$ cat src/rtl/mips_defs.sv
// -----------------------------------------------------------------------------
// mips_defs
// Shared encodings for the MIPS memory-access / write-back stage:
//   load_type_e  : LoadType_M encodings (lw, lb, lbu, lh, lhu)
//   store_type_e : StoreType_M encodings (sw, sb, sh)
//   wd3_sel_e    : write-back result mux select codes
//   mem_state_e  : memory handshake FSM state encoding
//   access_aligned() : alignment rule for a load/store at a byte offset
// -----------------------------------------------------------------------------
package mips_defs;

  typedef enum logic [2:0] {
    LT_LW  = 3'd0,
    LT_LB  = 3'd1,
    LT_LBU = 3'd2,
    LT_LH  = 3'd3,
    LT_LHU = 3'd4
  } load_type_e;

  typedef enum logic [1:0] {
    ST_SW = 2'd0,
    ST_SB = 2'd1,
    ST_SH = 2'd2
  } store_type_e;

  typedef enum logic [1:0] {
    WD3_ALU = 2'd0,
    WD3_MEM = 2'd1,
    WD3_PC8 = 2'd2
  } wd3_sel_e;

  typedef enum logic {
    S_IDLE = 1'b0,
    S_WAIT = 1'b1
  } mem_state_e;

  // Words need offset 0, halfwords an even offset; bytes are always aligned.
  // Undefined type codes are treated as byte-sized and never trap.
  function automatic logic access_aligned(
    input logic       mem_read,
    input logic       mem_write,
    input logic [2:0] load_type,
    input logic [1:0] store_type,
    input logic [1:0] offset
  );
    logic ok;
    ok = 1'b1;
    if (mem_read) begin
      case (load_type)
        LT_LW:          ok = (offset == 2'b00);
        LT_LH, LT_LHU:  ok = ~offset[0];
        default:        ok = 1'b1;
      endcase
    end else if (mem_write) begin
      case (store_type)
        ST_SW:   ok = (offset == 2'b00);
        ST_SH:   ok = ~offset[0];
        default: ok = 1'b1;
      endcase
    end
    return ok;
  endfunction

endpackage

$ cat src/rtl/mem_wb_stage_load_ext.sv
// -----------------------------------------------------------------------------
// load_ext
// Combinational load-data formatter: picks the byte or halfword addressed by
// the low address bits out of the returned memory word and sign- or
// zero-extends it to 32 bits. lw passes the word through.
//   rdata_i     : 32-bit word returned by data memory
//   offset_i    : byte offset within the word (address[1:0])
//   load_type_i : load_type_e encoding
//   data_o      : extended 32-bit load result
// -----------------------------------------------------------------------------
module load_ext
  import mips_defs::*;
(
  input  logic [31:0] rdata_i,
  input  logic [1:0]  offset_i,
  input  logic [2:0]  load_type_i,
  output logic [31:0] data_o
);

  logic [7:0]  byte_sel;
  logic [15:0] half_sel;

  always_comb begin
    case (offset_i)
      2'd0: byte_sel = rdata_i[7:0];
      2'd1: byte_sel = rdata_i[15:8];
      2'd2: byte_sel = rdata_i[23:16];
      2'd3: byte_sel = rdata_i[31:24];
    endcase
    // Halfword lane is chosen by bit 1 only; bit 0 is zero for aligned lh/lhu.
    half_sel = offset_i[1] ? rdata_i[31:16] : rdata_i[15:0];
  end

  always_comb begin
    // NOTE: every combinational output gets a default first so no path can
    // leave it unassigned and infer a latch.
    data_o = rdata_i;
    case (load_type_i)
      LT_LB:   data_o = {{24{byte_sel[7]}}, byte_sel};
      LT_LBU:  data_o = {24'h0, byte_sel};
      LT_LH:   data_o = {{16{half_sel[15]}}, half_sel};
      LT_LHU:  data_o = {16'h0, half_sel};
      default: data_o = rdata_i;
    endcase
  end

endmodule

$ cat src/rtl/mem_wb_stage.sv
// -----------------------------------------------------------------------------
// mem_wb_stage
// MIPS memory-access stage plus the MEM/WB pipeline register.
//  - Issues loads/stores on a req/ack data-memory port with variable latency
//    and stalls the upstream pipeline while an access is outstanding.
//  - Builds byte enables / replicated store lanes for sb/sh/sw.
//  - Extends lb/lbu/lh/lhu load data (load_ext).
//  - Flags misaligned accesses (AdExc_W) instead of issuing them.
// Ports:
//  clk, reset_n                  : clock, async active-low reset
//  *_M inputs                    : M-stage instruction bundle
//  dm_req/we/addr/wdata/be       : data memory request side
//  dm_ack/dm_rdata               : data memory completion / read data
//  Stall_M                       : freeze PC/F/D/E/M this cycle
//  *_W outputs, AdExc_W          : registered write-back bundle
// -----------------------------------------------------------------------------
module mem_wb_stage
  import mips_defs::*;
#(
  parameter int DATA_W = 32
) (
  input  logic              clk,
  input  logic              reset_n,
  input  logic              Valid_M,
  input  logic [DATA_W-1:0] ALUOut_M,
  input  logic [DATA_W-1:0] WriteData_M,
  input  logic [DATA_W-1:0] PC8_M,
  input  logic [4:0]        WriteReg_M,
  input  logic              RegWrite_M,
  input  logic [1:0]        MUX_WD3_Sel_M,
  input  logic              MemRead_M,
  input  logic              MemWrite_M,
  input  logic [2:0]        LoadType_M,
  input  logic [1:0]        StoreType_M,
  output logic              dm_req,
  output logic              dm_we,
  output logic [DATA_W-1:0] dm_addr,
  output logic [DATA_W-1:0] dm_wdata,
  output logic [3:0]        dm_be,
  input  logic              dm_ack,
  input  logic [DATA_W-1:0] dm_rdata,
  output logic              Stall_M,
  output logic [DATA_W-1:0] ReadData_W,
  output logic [DATA_W-1:0] ALUOut_W,
  output logic [DATA_W-1:0] PC8_W,
  output logic [4:0]        WriteReg_W,
  output logic              RegWrite_W,
  output logic [1:0]        MUX_WD3_W_Sel,
  output logic              AdExc_W
);

  mem_state_e state_q, state_d;

  logic              is_mem;
  logic              aligned;
  logic              mem_op;
  logic              misaligned;
  logic [DATA_W-1:0] load_data;

  logic [DATA_W-1:0] read_data_q, read_data_d;
  logic [DATA_W-1:0] alu_out_q,   alu_out_d;
  logic [DATA_W-1:0] pc8_q,       pc8_d;
  logic [4:0]        write_reg_q, write_reg_d;
  logic              reg_write_q, reg_write_d;
  logic [1:0]        wd3_sel_q,   wd3_sel_d;
  logic              adexc_q,     adexc_d;

  // ---------------------------------------------------------------------------
  // Access classification
  // ---------------------------------------------------------------------------
  assign is_mem     = Valid_M & (MemRead_M | MemWrite_M);
  assign aligned    = access_aligned(MemRead_M, MemWrite_M, LoadType_M,
                                     StoreType_M, ALUOut_M[1:0]);
  assign mem_op     = is_mem & aligned;
  assign misaligned = is_mem & ~aligned;

  // ---------------------------------------------------------------------------
  // Handshake FSM: IDLE issues combinationally; WAIT keeps the request up
  // until the ack arrives. Upstream holds the M bundle while stalled, so the
  // request fields stay stable across WAIT.
  // ---------------------------------------------------------------------------
  always_ff @(posedge clk or negedge reset_n) begin
    if (!reset_n) begin
      state_q <= S_IDLE;
    end else begin
      // NOTE: sequential state is updated with non-blocking assignments so
      // every register samples pre-edge values regardless of block order.
      state_q <= state_d;
    end
  end

  always_comb begin
    state_d = state_q;
    case (state_q)
      S_IDLE:  if (mem_op && !dm_ack) state_d = S_WAIT;
      S_WAIT:  if (dm_ack)            state_d = S_IDLE;
      default: state_d = S_IDLE;
    endcase
  end

  // Requests and stalls are gated by reset so an in-flight access drops the
  // moment reset asserts, not at the next edge.
  assign dm_req  = reset_n & (mem_op | (state_q == S_WAIT));
  assign Stall_M = reset_n & mem_op & ~dm_ack;

  // ---------------------------------------------------------------------------
  // Request payload
  // ---------------------------------------------------------------------------
  assign dm_we   = MemWrite_M;
  assign dm_addr = {ALUOut_M[DATA_W-1:2], 2'b00};

  always_comb begin
    dm_be    = 4'b1111;
    dm_wdata = WriteData_M;
    case (StoreType_M)
      ST_SB: begin
        dm_be    = 4'b0001 << ALUOut_M[1:0];
        dm_wdata = {4{WriteData_M[7:0]}};
      end
      ST_SH: begin
        dm_be    = 4'b0011 << ALUOut_M[1:0];
        dm_wdata = {2{WriteData_M[15:0]}};
      end
      default: begin
        dm_be    = 4'b1111;
        dm_wdata = WriteData_M;
      end
    endcase
  end

  // ---------------------------------------------------------------------------
  // Load extension
  // ---------------------------------------------------------------------------
  load_ext u_load_ext (
    .rdata_i     (dm_rdata),
    .offset_i    (ALUOut_M[1:0]),
    .load_type_i (LoadType_M),
    .data_o      (load_data)
  );

  // ---------------------------------------------------------------------------
  // MEM/WB register: a stalled cycle inserts a bubble (no write, no trap) and
  // leaves the data fields as they were.
  // ---------------------------------------------------------------------------
  always_comb begin
    read_data_d = read_data_q;
    alu_out_d   = alu_out_q;
    pc8_d       = pc8_q;
    write_reg_d = write_reg_q;
    wd3_sel_d   = wd3_sel_q;
    reg_write_d = 1'b0;
    adexc_d     = 1'b0;
    if (!Stall_M) begin
      read_data_d = MemRead_M ? load_data : '0;
      alu_out_d   = ALUOut_M;
      pc8_d       = PC8_M;
      write_reg_d = WriteReg_M;
      wd3_sel_d   = MUX_WD3_Sel_M;
      reg_write_d = Valid_M & RegWrite_M & ~misaligned;
      adexc_d     = misaligned;
    end
  end

  always_ff @(posedge clk or negedge reset_n) begin
    if (!reset_n) begin
      read_data_q <= '0;
      alu_out_q   <= '0;
      pc8_q       <= '0;
      write_reg_q <= '0;
      reg_write_q <= 1'b0;
      wd3_sel_q   <= '0;
      adexc_q     <= 1'b0;
    end else begin
      read_data_q <= read_data_d;
      alu_out_q   <= alu_out_d;
      pc8_q       <= pc8_d;
      write_reg_q <= write_reg_d;
      reg_write_q <= reg_write_d;
      wd3_sel_q   <= wd3_sel_d;
      adexc_q     <= adexc_d;
    end
  end

  assign ReadData_W    = read_data_q;
  assign ALUOut_W      = alu_out_q;
  assign PC8_W         = pc8_q;
  assign WriteReg_W    = write_reg_q;
  assign RegWrite_W    = reg_write_q;
  assign MUX_WD3_W_Sel = wd3_sel_q;
  assign AdExc_W       = adexc_q;

endmodule

$ cat config.mk
export PLATFORM = sky130hd
export DESIGN_NAME = mem_wb_stage
export DESIGN_NICKNAME = d
export VERILOG_FILES = /design/src/rtl/mips_defs.sv /design/src/rtl/mem_wb_stage_load_ext.sv /design/src/rtl/mem_wb_stage.sv
export SDC_FILE = /design/constraint.sdc
export NUM_CORES = 1
export LEC_CHECK = 0
export ABC_AREA = 1
export CAP_MARGIN = 20
export CORE_ASPECT_RATIO = 0.9
export CORE_MARGIN = 2
export CORE_UTILIZATION = 30
export DETAILED_ROUTE_END_ITERATION = 12
export GPL_TIMING_DRIVEN = 0
export MAX_ROUTING_LAYER = met4
export PLACE_DENSITY = 0.77
export SETUP_SLACK_MARGIN = 0.2
export SLEW_MARGIN = 20
export SYNTH_ARGS = -nofsm -noshare
export SYNTH_HDL_FRONTEND = slang
export SYNTH_SLANG_ARGS = --single-unit
$ cat constraint.sdc
create_clock -name clk -period 1.8 [get_ports clk]
set_input_delay 0.36 -clock clk [delete_from_list [all_inputs] [get_ports clk]]
set_output_delay 0.36 -clock clk [all_outputs]
set_load 0.03 [all_outputs]
==> flow_summary.json <==
{
  "path_max_fanout": 6,
  "dieArea_um2": 20400,
  "synth_seq_cells": 106,
  "antenna_found_initial": 1,
  "synth_cells": 782,
  "gr-total-overflow": 0,
  "grt_pass1_wl_mm": 33.6,
  "fp.dieH_um": 136,
  "drive_gt1_frac": 0.340,
  "cpPeakStageDelay_ns": 0.24,
  "rows": 48,
  "synth_area_leader_cell": "dfrtp_1",
  "cts-root-buf": "clkbuf_16",
  "worst_r2r_path_depth": 4,
  "critical_path_class": "input pin to output port",
  "synth_cell_types": 28,
  "synth_top_family_by_area": "simple AND/OR/NAND/NOR gates",
  "start_util": 0.304,
  "syn_area_um2": 5780,
  "drc_errors": 0,
  "synth_adder_area_share": 0.00649,
  "final.setup.worst_slack_ns": -0.178,
  "final.period_utilization": 1.10,
  "cp_num_buf_inv": 6,
  "setup_viol": 29,
  "cap_violations": 0,
  "end_kind": "output port",
  "fmax_mhz": 506,
  "synth-compound-area-share": 0.0905,
  "worst_pin_slew_ns": 0.878,
  "htree_levels": 3,
  "portBuffers": 318,
  "cp-start-kind": "input pin",
  "tritoncts": "built",
  "clock_path_buffers": 2,
  "cp_data_arrival_time_ns": 1.62,
  "grt_max_degree": 36,
  "yosysWarnings": 0,
  "rsz0062_at_grt": "true",
  "regToRegEndpoint": "state_q$_DFF_PN0_",
  "required_ns": 1.44,
  "final_nets": 1299,
  "crit_top_cell": "clkbuf_16",
  "clock_skew_ns": 0,
  "dp_hpwl_mm": 17.2,
  "slew_viol_final": 0,
  "path_clk_slew_ns": 0.08,
  "cts_sinks": 106,
  "timing_hold_violations_final": 0,
  "place.gp.congestion": 0.926,
  "post_synth_xor_area_fraction": 0,
  "insertion_delay_ns": 0.35,
  "worstPathCellList": "buf_8 > inv_8 > ha_4 > clkbuf_16 > clkbuf_16 > nand2_8 > inv_4 > a32oi_4 > o21ai_4 > buf_6",
  "yosysSeqAreaShare": 0.459,
  "ant_nets": 0,
  "core_area_um2": 19000,
  "synth_top_area_frac": 0.459,
  "synth_area_per_cell_um2": 7.39,
  "area_growth_pct": 94.2,
  "io_pins": 323,
  "violations": "negative setup slack",
  "p_leak_nw": 5.65,
  "die_w_um": 150,
  "synthTopCellsByArea": "dfrtp_1 46%, nand2_1 23%, buf_4 6.1%",
  "cp_top_family": "buffers and inverters",
  "slowest_stage": "ha_4",
  "grt_pass1_vias": 6216,
  "timing.slew.headroom": 0.413,
  "worst-r2r-setup-slack_ns": 1.11,
  "viasPerCell": 4.67,
  "total_power_mw": 7.68,
  "vias": 6561,
  "crit-reg2reg-launch": "state_q$_DFF_PN0_",
  "status": "complete, but fails checks",
  "grtUsageTotal": 0.221,
  "drt-pass1-iter-count": 5,
  "min_period_ns": 1.98,
  "min_path_type": "input pin to async pin",
  "routedWlPerCell_um": 16.9,
  "drt_iter0_markers": 251,
  "numCtsBuffers": 9,
  "setup-tns-final_ns": -2.83,
  "synth_simple_gate_area_frac": 0.300,
  "powerDensity_nw_per_um2": 684,
  "synthMuxAreaShare": 0,
  "wirelength_mm": 23.7,
  "ir_drop_uv": 446
}
-- flip-flops by register name, indices dropped and copies added (netlist names) --
name and count:
WriteReg_W 5, ALUOut_W 32, RegWrite_W 1, AdExc_W 1
PC8_W 32, state_q 1, ReadData_W 32, MUX_WD3_W_Sel 2
-- metal layers --
layer / part of all wire / track usage / up-vias
li1: - / - / 3165
met2: 0.50 / 0.370 / 286
met5: 0 / - / -
met3: 0.095 / 0.0609 / 37
met4: 0.024 / 0.0681 / 0
met1: 0.38 / 0.259 / 3073
-- how the worst max path moves through the flow --
stage / startpoint / depth (start not counted) / end / slack (ns)
finish: StoreType_M[0] / 10 / dm_wdata[12] / -0.18
global route: StoreType_M[0] / 10 / dm_wdata[13] / -0.22
global placement: reset_n / 7 / Stall_M / -5.07
floorplan: StoreType_M[1] / 8 / dm_wdata[12] / 0.03
CTS: StoreType_M[0] / 10 / dm_wdata[12] / -0.17
detailed placement: StoreType_M[1] / 9 / Stall_M / -1.40
-- layout make-up --
| cell class | count | area (um^2) |
|---|---|---|
| Antenna cell | 1 | 2.50 |
| Timing Repair Buffer | 355 | 3470 |
| Multi-Input combinational cell | 524 | 3340 |
| Clock inverter | 6 | 85.1 |
| Tap cell | 250 | 313 |
| Sequential cell | 106 | 2650 |
| Clock buffer | 10 | 229 |
| Inverter | 67 | 282 |
| Buffer | 86 | 850 |
| Fill cell | 1692 | 7820 |
-- placed cells by master, fill, tap and decap left out, types with 5 or more instances in the layout --
master,instances
a21oi_1,7
a32oi_4,6
buf_12,9
buf_2,48
buf_4,57
buf_6,35
buf_8,10
clkbuf_16,21
clkbuf_4,5
clkdlybuf4s15_2,5
clkdlybuf4s50_1,132
dfrtp_1,106
dlygate4sd2_1,111
inv_1,57
nand2_1,238
nand2_2,66
nand2_4,43
nand3_1,37
nand3_2,9
nand3b_1,9
nor2_1,13
o211ai_1,8
o21ai_0,25
o21ai_1,7
o21ai_2,21
o21ai_4,7
o22ai_4,8
-- metrics by stage --
stage	worst slack, ns	cells	hold WS [ns]	cell area, um^2	utilization
after CTS	-0.167	1386	0.0691	10300	0.541
final	-0.178	1405	0.0794	11200	0.590
after detailed placement	-1.40	1352	0.276	9770	0.513
after global placement	-5.07	1351	0.453	9740	0.512
after global routing	-0.216	1405	0.0746	11200	0.590
after floorplan	0.0328	783	0.0644	6240	-
-- cells by family after synthesis --
| kind of cell | after synthesis |
|---|---|
| buffers and inverters | 153 |
| AOI/OAI and AO/OA | 92 |
| adders and majority gates | 3 |
| and+or+nand+nor | 427 |
| DFF | 106 |
| other | 1 |
-- power by group --
part / internal [mW] / switching, mW
clock: 1.12 / 0.971
combinational: 1.24 / 1.67
sequential: 2.57 / 0.104
total: 4.93 / 2.75
-- synthesized netlist by cell type, drive strengths merged --
cell / count
o21ai: 60
nand3: 48
o22ai: 8
ha: 3
inv: 67
a32oi: 8
buf: 75
o21a: 1
dfrtp: 106
a21oi: 7
or2: 1
nor2: 17
nand4: 1
nand2: 350
o211ai: 8
nor3: 1
nand3b: 9
conb: 1
clkbuf: 11
-- repair_timing --
action | 4_1_cts | 5_1_grt
setup buffers | 10 | 8
endpoints found under the hold margin | 36 | 0
setup endpoints to repair | 279 | 152
gates resized for setup | 509 | 270
gates cloned | 5 | 10
hold buffers | 3 | 0
pin swaps | 12 | 61
No activity file was read; power rests on OpenSTA's default activity.
